**config.mk**
```make
export PLATFORM = sky130hd
export DESIGN_NAME = obstacle_stepper
export DESIGN_NICKNAME = d
export VERILOG_FILES = /design/src/rtl/obstacle_stepper.sv
export SDC_FILE = /design/constraint.sdc
export NUM_CORES = 1
export LEC_CHECK = 0
export CAP_MARGIN = 20
export CORE_ASPECT_RATIO = 1.5
export CORE_UTILIZATION = 47
export CTS_CLUSTER_SIZE = 25
export DETAILED_ROUTE_END_ITERATION = 10
export DONT_BUFFER_PORTS = 1
export PLACE_DENSITY = 0.59
export SLEW_MARGIN = 20
export SYNTH_ARGS = -nofsm -noshare
export SYNTH_HDL_FRONTEND = slang
export SYNTH_SLANG_ARGS = --single-unit
```
**constraint.sdc**
```tcl
create_clock -name clk -period 7.56 [get_ports clk]
set_input_delay 1.512 -clock clk [delete_from_list [all_inputs] [get_ports clk]]
set_output_delay 1.512 -clock clk [all_outputs]
set_load 0.03 [all_outputs]
```
**src/rtl/obstacle_stepper.sv**
```systemverilog
// Falling-obstacle engine: LFSR spawn position, mv-driven descent, player collision and dodge score.
// Optional OBSTACLE_SPEEDUP_EN: step grows with score[7:3], capped at 15 pixels per tick.
module obstacle_stepper #(
    parameter int unsigned H_RES = 640,
    parameter int unsigned V_RES = 480,
    parameter int unsigned OBJ_W = 32,
    parameter int unsigned OBJ_H = 32,
    parameter int unsigned PLY_Y = 440,
    parameter int unsigned PLY_W = 32,
    parameter int unsigned PLY_H = 32,
    parameter int unsigned STEP  = 4
) (
    input  logic       clk,
    input  logic       rst,
    input  logic       current_state,
    input  logic       mv,
    input  logic [9:0] player_x,
    output logic [9:0] obj_x,
    output logic [9:0] obj_y,
    output logic       obj_valid,
    output logic       hit,
    output logic [7:0] score
);

    localparam int unsigned POS_W   = 10;
    localparam int unsigned SUM_W   = POS_W + 1;
    localparam int unsigned SCORE_W = 8;
    localparam int unsigned STEP_W  = 4;

    localparam logic [POS_W-1:0]   SPAWN_M   = POS_W'(H_RES - OBJ_W);
    localparam logic [SUM_W-1:0]   Y_LIMIT   = SUM_W'(V_RES - OBJ_H);
    localparam logic [SCORE_W-1:0] SCORE_MAX = {SCORE_W{1'b1}};

    typedef enum logic [1:0] {
        IDLE  = 2'd0,
        SPAWN = 2'd1,
        FALL  = 2'd2,
        HIT   = 2'd3
    } state_t;

    state_t             r_state;
    state_t             w_state_nxt;
    logic [POS_W-1:0]   r_lfsr;
    logic [POS_W-1:0]   r_obj_x;
    logic [POS_W-1:0]   r_obj_y;
    logic               r_obj_valid;
    logic               r_hit;
    logic [SCORE_W-1:0] r_score;

    logic [POS_W-1:0]   w_obj_x_nxt;
    logic [POS_W-1:0]   w_obj_y_nxt;
    logic               w_obj_valid_nxt;
    logic               w_hit_nxt;
    logic [SCORE_W-1:0] w_score_nxt;

    logic [POS_W-1:0]   w_spawn_x;
    logic [STEP_W-1:0]  w_step;
    logic [SUM_W-1:0]   w_y_moved;
    logic               w_dodge;
    logic [SCORE_W-1:0] w_score_inc;
    logic               w_overlap;

    // x^10 + x^7 + 1 Fibonacci LFSR; free-running from reset
    always_ff @(posedge clk) begin
        if (rst) begin
            r_lfsr <= POS_W'(1);
        end else begin
            r_lfsr <= {r_lfsr[POS_W-2:0], r_lfsr[9] ^ r_lfsr[6]};
        end
    end

    // One conditional subtraction folds the full LFSR range into [0, SPAWN_M)
    assign w_spawn_x = (r_lfsr < SPAWN_M) ? r_lfsr : (r_lfsr - SPAWN_M);

`ifdef OBSTACLE_SPEEDUP_EN
    logic [5:0] w_step_sum;
    assign w_step_sum = 6'(STEP) + 6'(r_score[7:3]);
    assign w_step     = (w_step_sum > 6'd15) ? 4'd15 : w_step_sum[STEP_W-1:0];
`else
    assign w_step = STEP_W'(STEP);
`endif

    assign w_y_moved   = {1'b0, r_obj_y} + SUM_W'(w_step);
    assign w_dodge     = (w_y_moved > Y_LIMIT);
    assign w_score_inc = (r_score == SCORE_MAX) ? r_score : (r_score + SCORE_W'(1));

    // Axis-aligned box overlap on registered positions, all sums widened
    assign w_overlap = ({1'b0, r_obj_x} < ({1'b0, player_x} + SUM_W'(PLY_W)))
                    && ({1'b0, player_x} < ({1'b0, r_obj_x} + SUM_W'(OBJ_W)))
                    && (({1'b0, r_obj_y} + SUM_W'(OBJ_H)) > SUM_W'(PLY_Y))
                    && ({1'b0, r_obj_y} < SUM_W'(PLY_Y + PLY_H));

    always_ff @(posedge clk) begin
        if (rst) begin
            r_state     <= IDLE;
            r_obj_x     <= '0;
            r_obj_y     <= '0;
            r_obj_valid <= 1'b0;
            r_hit       <= 1'b0;
            r_score     <= '0;
        end else begin
            r_state     <= w_state_nxt;
            r_obj_x     <= w_obj_x_nxt;
            r_obj_y     <= w_obj_y_nxt;
            r_obj_valid <= w_obj_valid_nxt;
            r_hit       <= w_hit_nxt;
            r_score     <= w_score_nxt;
        end
    end

    // Stopping the game overrides every state; collision outranks mv in FALL
    always_comb begin
        w_state_nxt     = r_state;
        w_obj_x_nxt     = r_obj_x;
        w_obj_y_nxt     = r_obj_y;
        w_obj_valid_nxt = r_obj_valid;
        w_hit_nxt       = 1'b0;
        w_score_nxt     = r_score;

        if (!current_state) begin
            w_state_nxt     = IDLE;
            w_obj_valid_nxt = 1'b0;
        end else begin
            case (r_state)
                IDLE: begin
                    w_obj_valid_nxt = 1'b0;
                    w_score_nxt     = '0;
                    w_state_nxt     = SPAWN;
                end
                SPAWN: begin
                    w_obj_x_nxt     = w_spawn_x;
                    w_obj_y_nxt     = '0;
                    w_obj_valid_nxt = 1'b1;
                    w_state_nxt     = FALL;
                end
                FALL: begin
                    if (w_overlap) begin
                        w_hit_nxt   = 1'b1;
                        w_state_nxt = HIT;
                    end else if (mv) begin
                        if (w_dodge) begin
                            w_score_nxt = w_score_inc;
                            w_state_nxt = SPAWN;
                        end else begin
                            w_obj_y_nxt = w_y_moved[POS_W-1:0];
                        end
                    end
                end
                HIT: begin
                    w_state_nxt = HIT;
                end
                default: begin
                    w_state_nxt = IDLE;
                end
            endcase
        end
    end

    assign obj_x     = r_obj_x;
    assign obj_y     = r_obj_y;
    assign obj_valid = r_obj_valid;
    assign hit       = r_hit;
    assign score     = r_score;

endmodule
```
# Word-level counts from Yosys, hierarchy flattened
# Cells that the tools add are included.
[totals]
ff_bits = 42
latchBits = 0
ram_bits = 0
mem_bits_ro = 0
in_bits = 14
output_inout_bits = 30
n_memories = 0
[classes]
add_sub_neg = 6
n_mul = 0
div = 0
order_cmp = 6
eq_ne = 11
n_shift = 0
mux = 16
bitwise_logic = 3
n_reduce_logical = 13
[op_table]
columns = ["operator", "n"]
rows = [
  ["two-way mux 10 bit", 4],
  ["adder 10 x 6 -> 11 bit, second input constant", 3],
  ["two-way mux 8 bit", 4],
  ["> comparator 11 x 9 -> 1 bit, second input constant", 2],
  ["less-than comparator 10 x 11 -> 1 bit", 2],
  ["one-hot mux 10 bit (2 select lines)", 1],
  ["one-hot mux 8 bit (2 select lines)", 1],
  ["adder 10 x 3 -> 11 bit, second input constant", 1],
  ["less-than comparator 10 bit, second input constant", 1],
  ["less-than comparator 10 x 9 -> 1 bit, second input constant", 1],
  ["inequality test 2 bit, second input constant", 5],
  ["subtractor 10 bit, second input constant", 1],
  ["adder 8 x 1 -> 8 bit, second input constant", 1],
  ["== test 8 bit, second input constant", 1],
  ["one-hot mux 2 bit (4 select lines)", 1],
  ["two-way mux 2 bit", 3],
  ["inequality test 3 bit, second input constant", 2],
  ["AND reduction 6 bit", 1],
  ["nonzero test 2 bit", 3],
  ["AND reduction 5 bit", 1],
  ["== test 2 bit, second input constant", 2],
  ["AND reduction 2 bit", 2],
  ["logical AND 1 bit", 3],
  ["OR reduction 3 bit", 1],
  ["other kinds (7)", 8],
]

# Depth between registers and ports, before layout
# Gate-level depths: netlist (run 1).
[logic_depth]
word_depth = 7
mapped_depth = 11
mapped_depth_nobuf = 10

# Worst setup path before layout (run 1)
# No wires, ideal clock.
[synth_path]
path_type = "input port to flip-flop"
start = "input port player_x[5]"
end = "register r_obj_y[3] (netlist: obj_y[3])"
setup_ns = 0.121
arrival_time_ns = 3.432
required_time_ns = 7.439
path_slack_ns = 4.008
cell_stages = 10
cell_sequence = "and3_1 xnor2_1 ha_1 a21o_1 a21oi_1 o221a_2 o21a_1 nand3b_1 a21oi_1 mux2_2"
[synth_via]
elab_chain_len = 7
[synth_rtl]
columns = ["element", "line", "source"]
rows = [
  ["start: declaration", "17", "input logic [9:0] player_x,"],
  ["adder 10 x 6 -> 11 bit", "88", "assign w_overlap = ({1'b0, r_obj_x} < ({1'b0, player_x} + SUM_W'(PLY_W)))"],
  ["less-than comparator 10 x 11 -> 1 bit", "88", ""],
  ["logical AND 1 bit (*)", "89", "&& ({1'b0, player_x} < ({1'b0, r_obj_x} + SUM_W'(OBJ_W)))"],
  ["logical AND 1 bit (*)", "90", "&& (({1'b0, r_obj_y} + SUM_W'(OBJ_H)) > SUM_W'(PLY_Y))"],
  ["logical AND 1 bit (*)", "91", "&& ({1'b0, r_obj_y} < SUM_W'(PLY_Y + PLY_H));"],
  ["inequality test 2 bit (no line) (*)", "--", ""],
  ["AND reduction 5 bit (no line) (*)", "--", ""],
  ["end signal: assignment", "104", "r_obj_y <= w_obj_y_nxt;"],
  ["end: declaration", "45", "logic [POS_W-1:0] r_obj_y;"],
]
# Every way passes the cells marked *; elsewhere a longest branch is shown, timed or not.
# A chain may end at the register's enable or synchronous reset.

# Final worst setup path (run 1)
[layout_path]
start = "input port player_x[5]"
end = "register r_obj_y[4] (netlist: obj_y[4])"
# The elaborated chain is that of the path after synthesis.

==> results of run 1 <==
## cells in the mapped netlist, drive strengths merged, types with 2 or more instances
master	instances
dfxtp	40
a22oi	2
o21ai	6
a211oi	12
buf	7
nor2	16
nand2	18
a2111oi	2
inv	17
a211o	4
clkbuf	7
a41oi	7
and2	5
nand2b	10
nor3	4
o32a	2
o2111ai	2
ha	25
xnor2	5
nand3	8
nand4	3
nor2b	14
xor2	3
nand3b	2
a21oi	15
or3	4
a31oi	8
and3	18
a21o	7
## final cells by class
class	count	area [um^2]	area share
well taps	68	85.1	0.0323
clock buffers	8	90.1	0.0342
inverters	17	63.8	0.0242
multi-input cells	222	1600	0.605
flip-flops and latches	40	801	0.304
## logic make-up after synthesis
logic type               after synthesis  share of synthesized area
buffers and inverters                 31                     0.0553
multiplexers                           2                    0.00840
XOR/XNOR                               8                     0.0277
AO/OA/AOI/OAI                         77                      0.233
adder cells (fa/ha/maj)               25                      0.124
AND/OR/NAND/NOR                      108                      0.235
flip-flops                            40                      0.316
other                                  1                    0.00148
## how the worst max path moves through the flow
stage	start	to	slack [ns]	cells past startpoint
final	player_x[5]	obj_y[4]$_SDFFE_PP0P_	3.75	10
after global routing	player_x[4]	obj_y[4]$_SDFFE_PP0P_	3.67	9
after CTS	player_x[5]	obj_y[4]$_SDFFE_PP0P_	3.77	10
after detailed placement	player_x[5]	obj_y[4]$_SDFFE_PP0P_	3.46	10
after global placement	player_x[5]	obj_y[4]$_SDFFE_PP0P_	3.46	10
after floorplan	player_x[5]	obj_y[3]$_SDFFE_PP0P_	4.01	10
## worst min-delay path, stage by stage, from the launching register on
cell	delay [ns]
dfxtp_1	0.31
nand2_1	0.05
a21oi_1	0.05
## cells in the final DEF (no fill, tap or decap), types with 5 or more instances in the layout
cell type and instances:
a21oi_1 15, dfxtp_1 40, nand2_1 18, ha_1 25
and3_1 18, nand2b_1 10, a21o_1 6, a31oi_1 8
nand3_1 8, o21ai_0 6, xnor2_1 5, nor2_1 16
a41oi_1 7, clkbuf_8 6, inv_1 17, a211oi_1 11
nor2b_1 14
## power breakdown
part / leakage, nW / switching, mW / internal (mW)
Clock: 0.0455 / 0.0714 / 0.0744
Combinational: 0.701 / 0.0157 / 0.0130
Sequential: 0.324 / 0.00598 / 0.213
## layer usage
metal | track usage | routed length (um) | vias up
met5 | 0 | 0 | -
met4 | 0.0741 | 129 | 0
met3 | 0.0663 | 263 | 10
met2 | 0.382 | 3080 | 43
met1 | 0.233 | 2180 | 1018
li1 | - | - | 1052
## flip-flops by register name, summed over array words and instances, names as in the netlist
register   flops
obj_x         10
r_state        2
r_lfsr        10
obj_y          8
hit            1
obj_valid      1
score          8
## metrics by stage
stage                     setup slack, ns   util
after floorplan                      4.01      -
after global placement               3.46  0.493
after detailed placement             3.46  0.493
after CTS                            3.77  0.510
after global routing                 3.67  0.510
final                                3.75  0.510
==> results.toml, run 1 <==
[floorplan]
initial_core_util = 0.490
die_h_um = 91.9
die_x_um = 61.9
io_pins = 44
core_area_um2 = 5160
num_rows = 32
dieArea_um2 = 5690

[timing]
fmax_ghz = 0.263
maxSlewHeadroom = 0.440
slew_viol_final = 0
hold_viol_final = 0
fin_tns_setup_ns = 0
setup_viol = 0
fin_hold_ws_ns = 0.450
period_share = 0.504
fin_skew_ns = 0.00471
worst_pin_slew_ns = 0.834
period_minus_slack_ns = 3.81
rsz0062_at_grt = "false"

[clock_network]
root_buffer = "clkbuf_8"
clk_pin_slew_ns = 0.07
cts_setup_buffers = 0
clk_latency_ns = 0.29
cts.sinks = 40
numCtsBuffers = 5
h-tree-depth = 2
clockBufferDepth = 2
holdBufCountCts = 0
cts_tree = "built"
cts.repair.resized = 0

[worst_setup_path]
end_kind = "register"
critPathBufInv = 0
r2r_setup_slack_ns = 4.24
worstRegToRegCells = 10
path_max_fanout = 19
critPathRequiredTime_ns = 7.80
slowest_delay_ns = 0.57
path_delay_family = "compound AO/OA/AOI/OAI gates"
reg2reg_to = "obj_y[4]$_SDFFE_PP0P_"
cp-start-kind = "primary input"
worstSetupPathType = "primary input to register"
arrival_ns = 4.05
path_cells = "and3_1 > xnor2_1 > ha_1 > a21o_1 > a21oi_1 > o221a_2 > o21a_1 > nand3b_1 > a211oi_4 > a221o_1"
r2r_start = "obj_x[6]$_SDFFE_PP0P_"
cp_slowest_cell = "a211oi_4"

[final_layout]
fin_area_um2 = 2640
drive_above_1_share = 0.0627
syn_to_final_growth_pct = 4.05
antenna_cells = 0
final_cells = 355
fin_nets = 325
fillers = 508

[worst_hold_path]
min_from = "r_lfsr[4]$_SDFF_PP0_"
whs_path_depth = 2
worstHoldEndpoint = "obj_x[4]$_SDFFE_PP0P_"
hold_path.class = "register to register"

[global_route]
grt_pass1_vias = 1996
grt_pass1_wl_um = 9270
overflow = 0
track_usage = 0.217
grt_max_degree = 33
grt_antenna_before_repair = 0

[route]
via_count = 2123
first_iter_violations = 167
dr.pass1.iters = 4
viasPerCell = 5.98
avgRoutedWirePerCell_um = 15.9
remaining_drc_errors = 0
antenna_left = 0
wl_um = 5650

[synthesis]
synth_ff_type = "dfxtp_1"
synthArstFlopShare = 0
synth_edf_count = 0
syn-cell-area_um2 = 2530
synth_seq_area_share = 0.316
synth_top_area_cell = "dfxtp_1"
synth_cell_types = 57
synth-seq-cells = 40
syn-instance-count = 292
synth_top_area_frac = 0.316
netlist_top_cells_area = "dfxtp_1 32%, ha_1 12%, and3_1 4.4%"
syn_area_per_cell_um2 = 8.67
ys_warn_count = 0

[pwr]
leakage_nw = 1.07
p_total_mw = 0.394
ir_drop_mv = 0.0990
powerDensity_nw_per_um2 = 149

[placement]
placed_cells = 347
hpwl_um = 4220
gp_congestion = 0.758
port_buffers = 0
placed_cell_area_um2 = 2540

[outcome]
status = "finished, final reports clean"

[job]
drv_cap = 0
Note: power is estimated with default switching activity, not from simulation.
==> run 2: changes to the inputs <==
Clock period 7.56 ns to 3.66 ns, I/O delays scaled along.
==> results.toml, run 2 (same netlist as run 1, synthesis figures left out) <==
[route]
avgRoutedWirePerCell_um = 16.2
first_iter_violations = 139
via_count = 2126
remaining_drc_errors = 0
antenna_left = 0
dr.pass1.iters = 4
viasPerCell = 5.89
wl_um = 5850

[placement]
pre_cts_ws_ns = 0.764
port_buffers = 0
gp_congestion = 0.909
placed_cell_area_um2 = 2590
placed_cells = 353
hpwl_um = 4290

[timing]
maxSlewHeadroom = 0.434
worst_pin_slew_ns = 0.849
setup_viol = 0
fmax_ghz = 0.340
period_share = 0.804
rsz0062_at_grt = "false"
period_minus_slack_ns = 2.94
worst_slack_ns = 0.717
slew_viol_final = 0
hold_viol_final = 0
fin_skew_ns = 0.00366
fin_tns_setup_ns = 0

[floorplan]
core_area_um2 = 5160
num_rows = 32
die_h_um = 91.9
initial_core_util = 0.490
die_x_um = 61.9
dieArea_um2 = 5690
io_pins = 44

[global_route]
overflow = 0
grt_max_degree = 33
grt_pass1_vias = 2111
track_usage = 0.226
grt_antenna_before_repair = 0
grt_pass1_wl_um = 9540
use_met3 = 0.0592
grtUsageMet1 = 0.232
top_usage_layer = "met2"
use_met2 = 0.410

[pwr]
switching_power_mw = 0.216
power_frac_comb = 0.068
p_total_mw = 0.889
powerDensity_nw_per_um2 = 329
switching_share = 0.243
leakage_nw = 1.11
ir_drop_mv = 0.263
p_clk_frac = 0.424
p_seq_frac = 0.508
intPower_mw = 0.673

[clock_network]
clk_latency_ns = 0.30
cts_setup_buffers = 0
h-tree-depth = 2
root_buffer = "clkbuf_8"
clk_pin_slew_ns = 0.08
cts.repair.resized = 0
holdBufCountCts = 0
cts.sinks = 40
clockBufferDepth = 2
numCtsBuffers = 5
cts_tree = "built"

[worst_setup_path]
cp-start-kind = "register"
end_kind = "register"
worstSetupPathType = "register to register"
critPathRequiredTime_ns = 3.83
path_max_fanout = 10
arrival_ns = 3.11

[final_layout]
final_cells = 361
drive_above_1_share = 0.0887
mostFrequentLayoutCell = "dfxtp_1"
fin_nets = 331
fin_area_um2 = 2710
mostFrequentLayoutCells = "40 x dfxtp_1, 25 x ha_1, 18 x and3_1, 18 x nand2_1, 17 x inv_1"
antenna_cells = 0
syn_to_final_growth_pct = 6.82

[job]
drv_cap = 0

[worst_hold_path]
hold_path.class = "register to register"

[outcome]
status = "finished, final reports clean"
## run 2: changes by cell type in the layout (fill, tap and decap cells not counted), sizes merged
cell and change:
buf +6, clkbuf -3, bufinv +1, clkinvlp +1, inv +1
## run 2: worst max-delay path, cell delays in order, from the launching register on
cell and delay [ns]:
dfxtp_1 0.68, ha_1 0.33, and3_1 0.27, a211oi_1 0.11, a211o_1 0.36, or2_4 0.25, a2111oi_4 0.40, o32a_2 0.31
a31oi_1 0.11
## run 2: power groups by stage
| stage | Clock [mW] | Sequential [mW] | Combinational, mW |
|---|---|---|---|
| 6_report | 0.377 | 0.452 | 0.0604 |
| 5_1_grt | 0.403 | 0.453 | 0.0709 |
| 4_1_cts | 0.388 | 0.452 | 0.0611 |
| 3_5_place_dp | 0 | 0.462 | 0.0602 |
| 3_3_place_gp | 0 | 0.462 | 0.0598 |
| 2_1_floorplan | 0 | 0.461 | 0.0538 |
## run 2: path summary, 6_finish.rpt
kind	end	startpoint	slack [ns]	cells past startpoint
setup / recovery	score[6]$_SDFFE_PP0P_	obj_y[2]$_SDFFE_PP0P_	0.72	8
hold / removal	obj_x[2]$_SDFFE_PP0P_	r_lfsr[2]$_SDFF_PP0_	0.45	2
setup reg to reg	score[6]$_SDFFE_PP0P_	obj_y[2]$_SDFFE_PP0P_	0.72	8
hold reg to reg	obj_x[2]$_SDFFE_PP0P_	r_lfsr[2]$_SDFF_PP0_	0.45	2
## run 2: cell type report
type	instances	area, um^2
clock buffers	5	68.8
clock inverters	3	46.3
fillers	501	2460
inverters	17	63.8
multi-input cells	222	1600
flip-flops and latches	40	801
well taps	68	85.1
repair buffers	6	45.0
## run 2: stage by stage
stage | hold slack, ns | utilization
2_1_floorplan | 0.427 | -
3_3_place_gp | 0.436 | 0.501
3_5_place_dp | 0.439 | 0.501
4_1_cts | 0.449 | 0.524
5_1_grt | 0.476 | 0.524
6_report | 0.449 | 0.524
## run 2: routing by layer
layer  wire length, um  up-vias
li1                  -     1068
met1              2240     1003
met2              3220       47
met3               280        8
met4               108        0
met5                 0        -
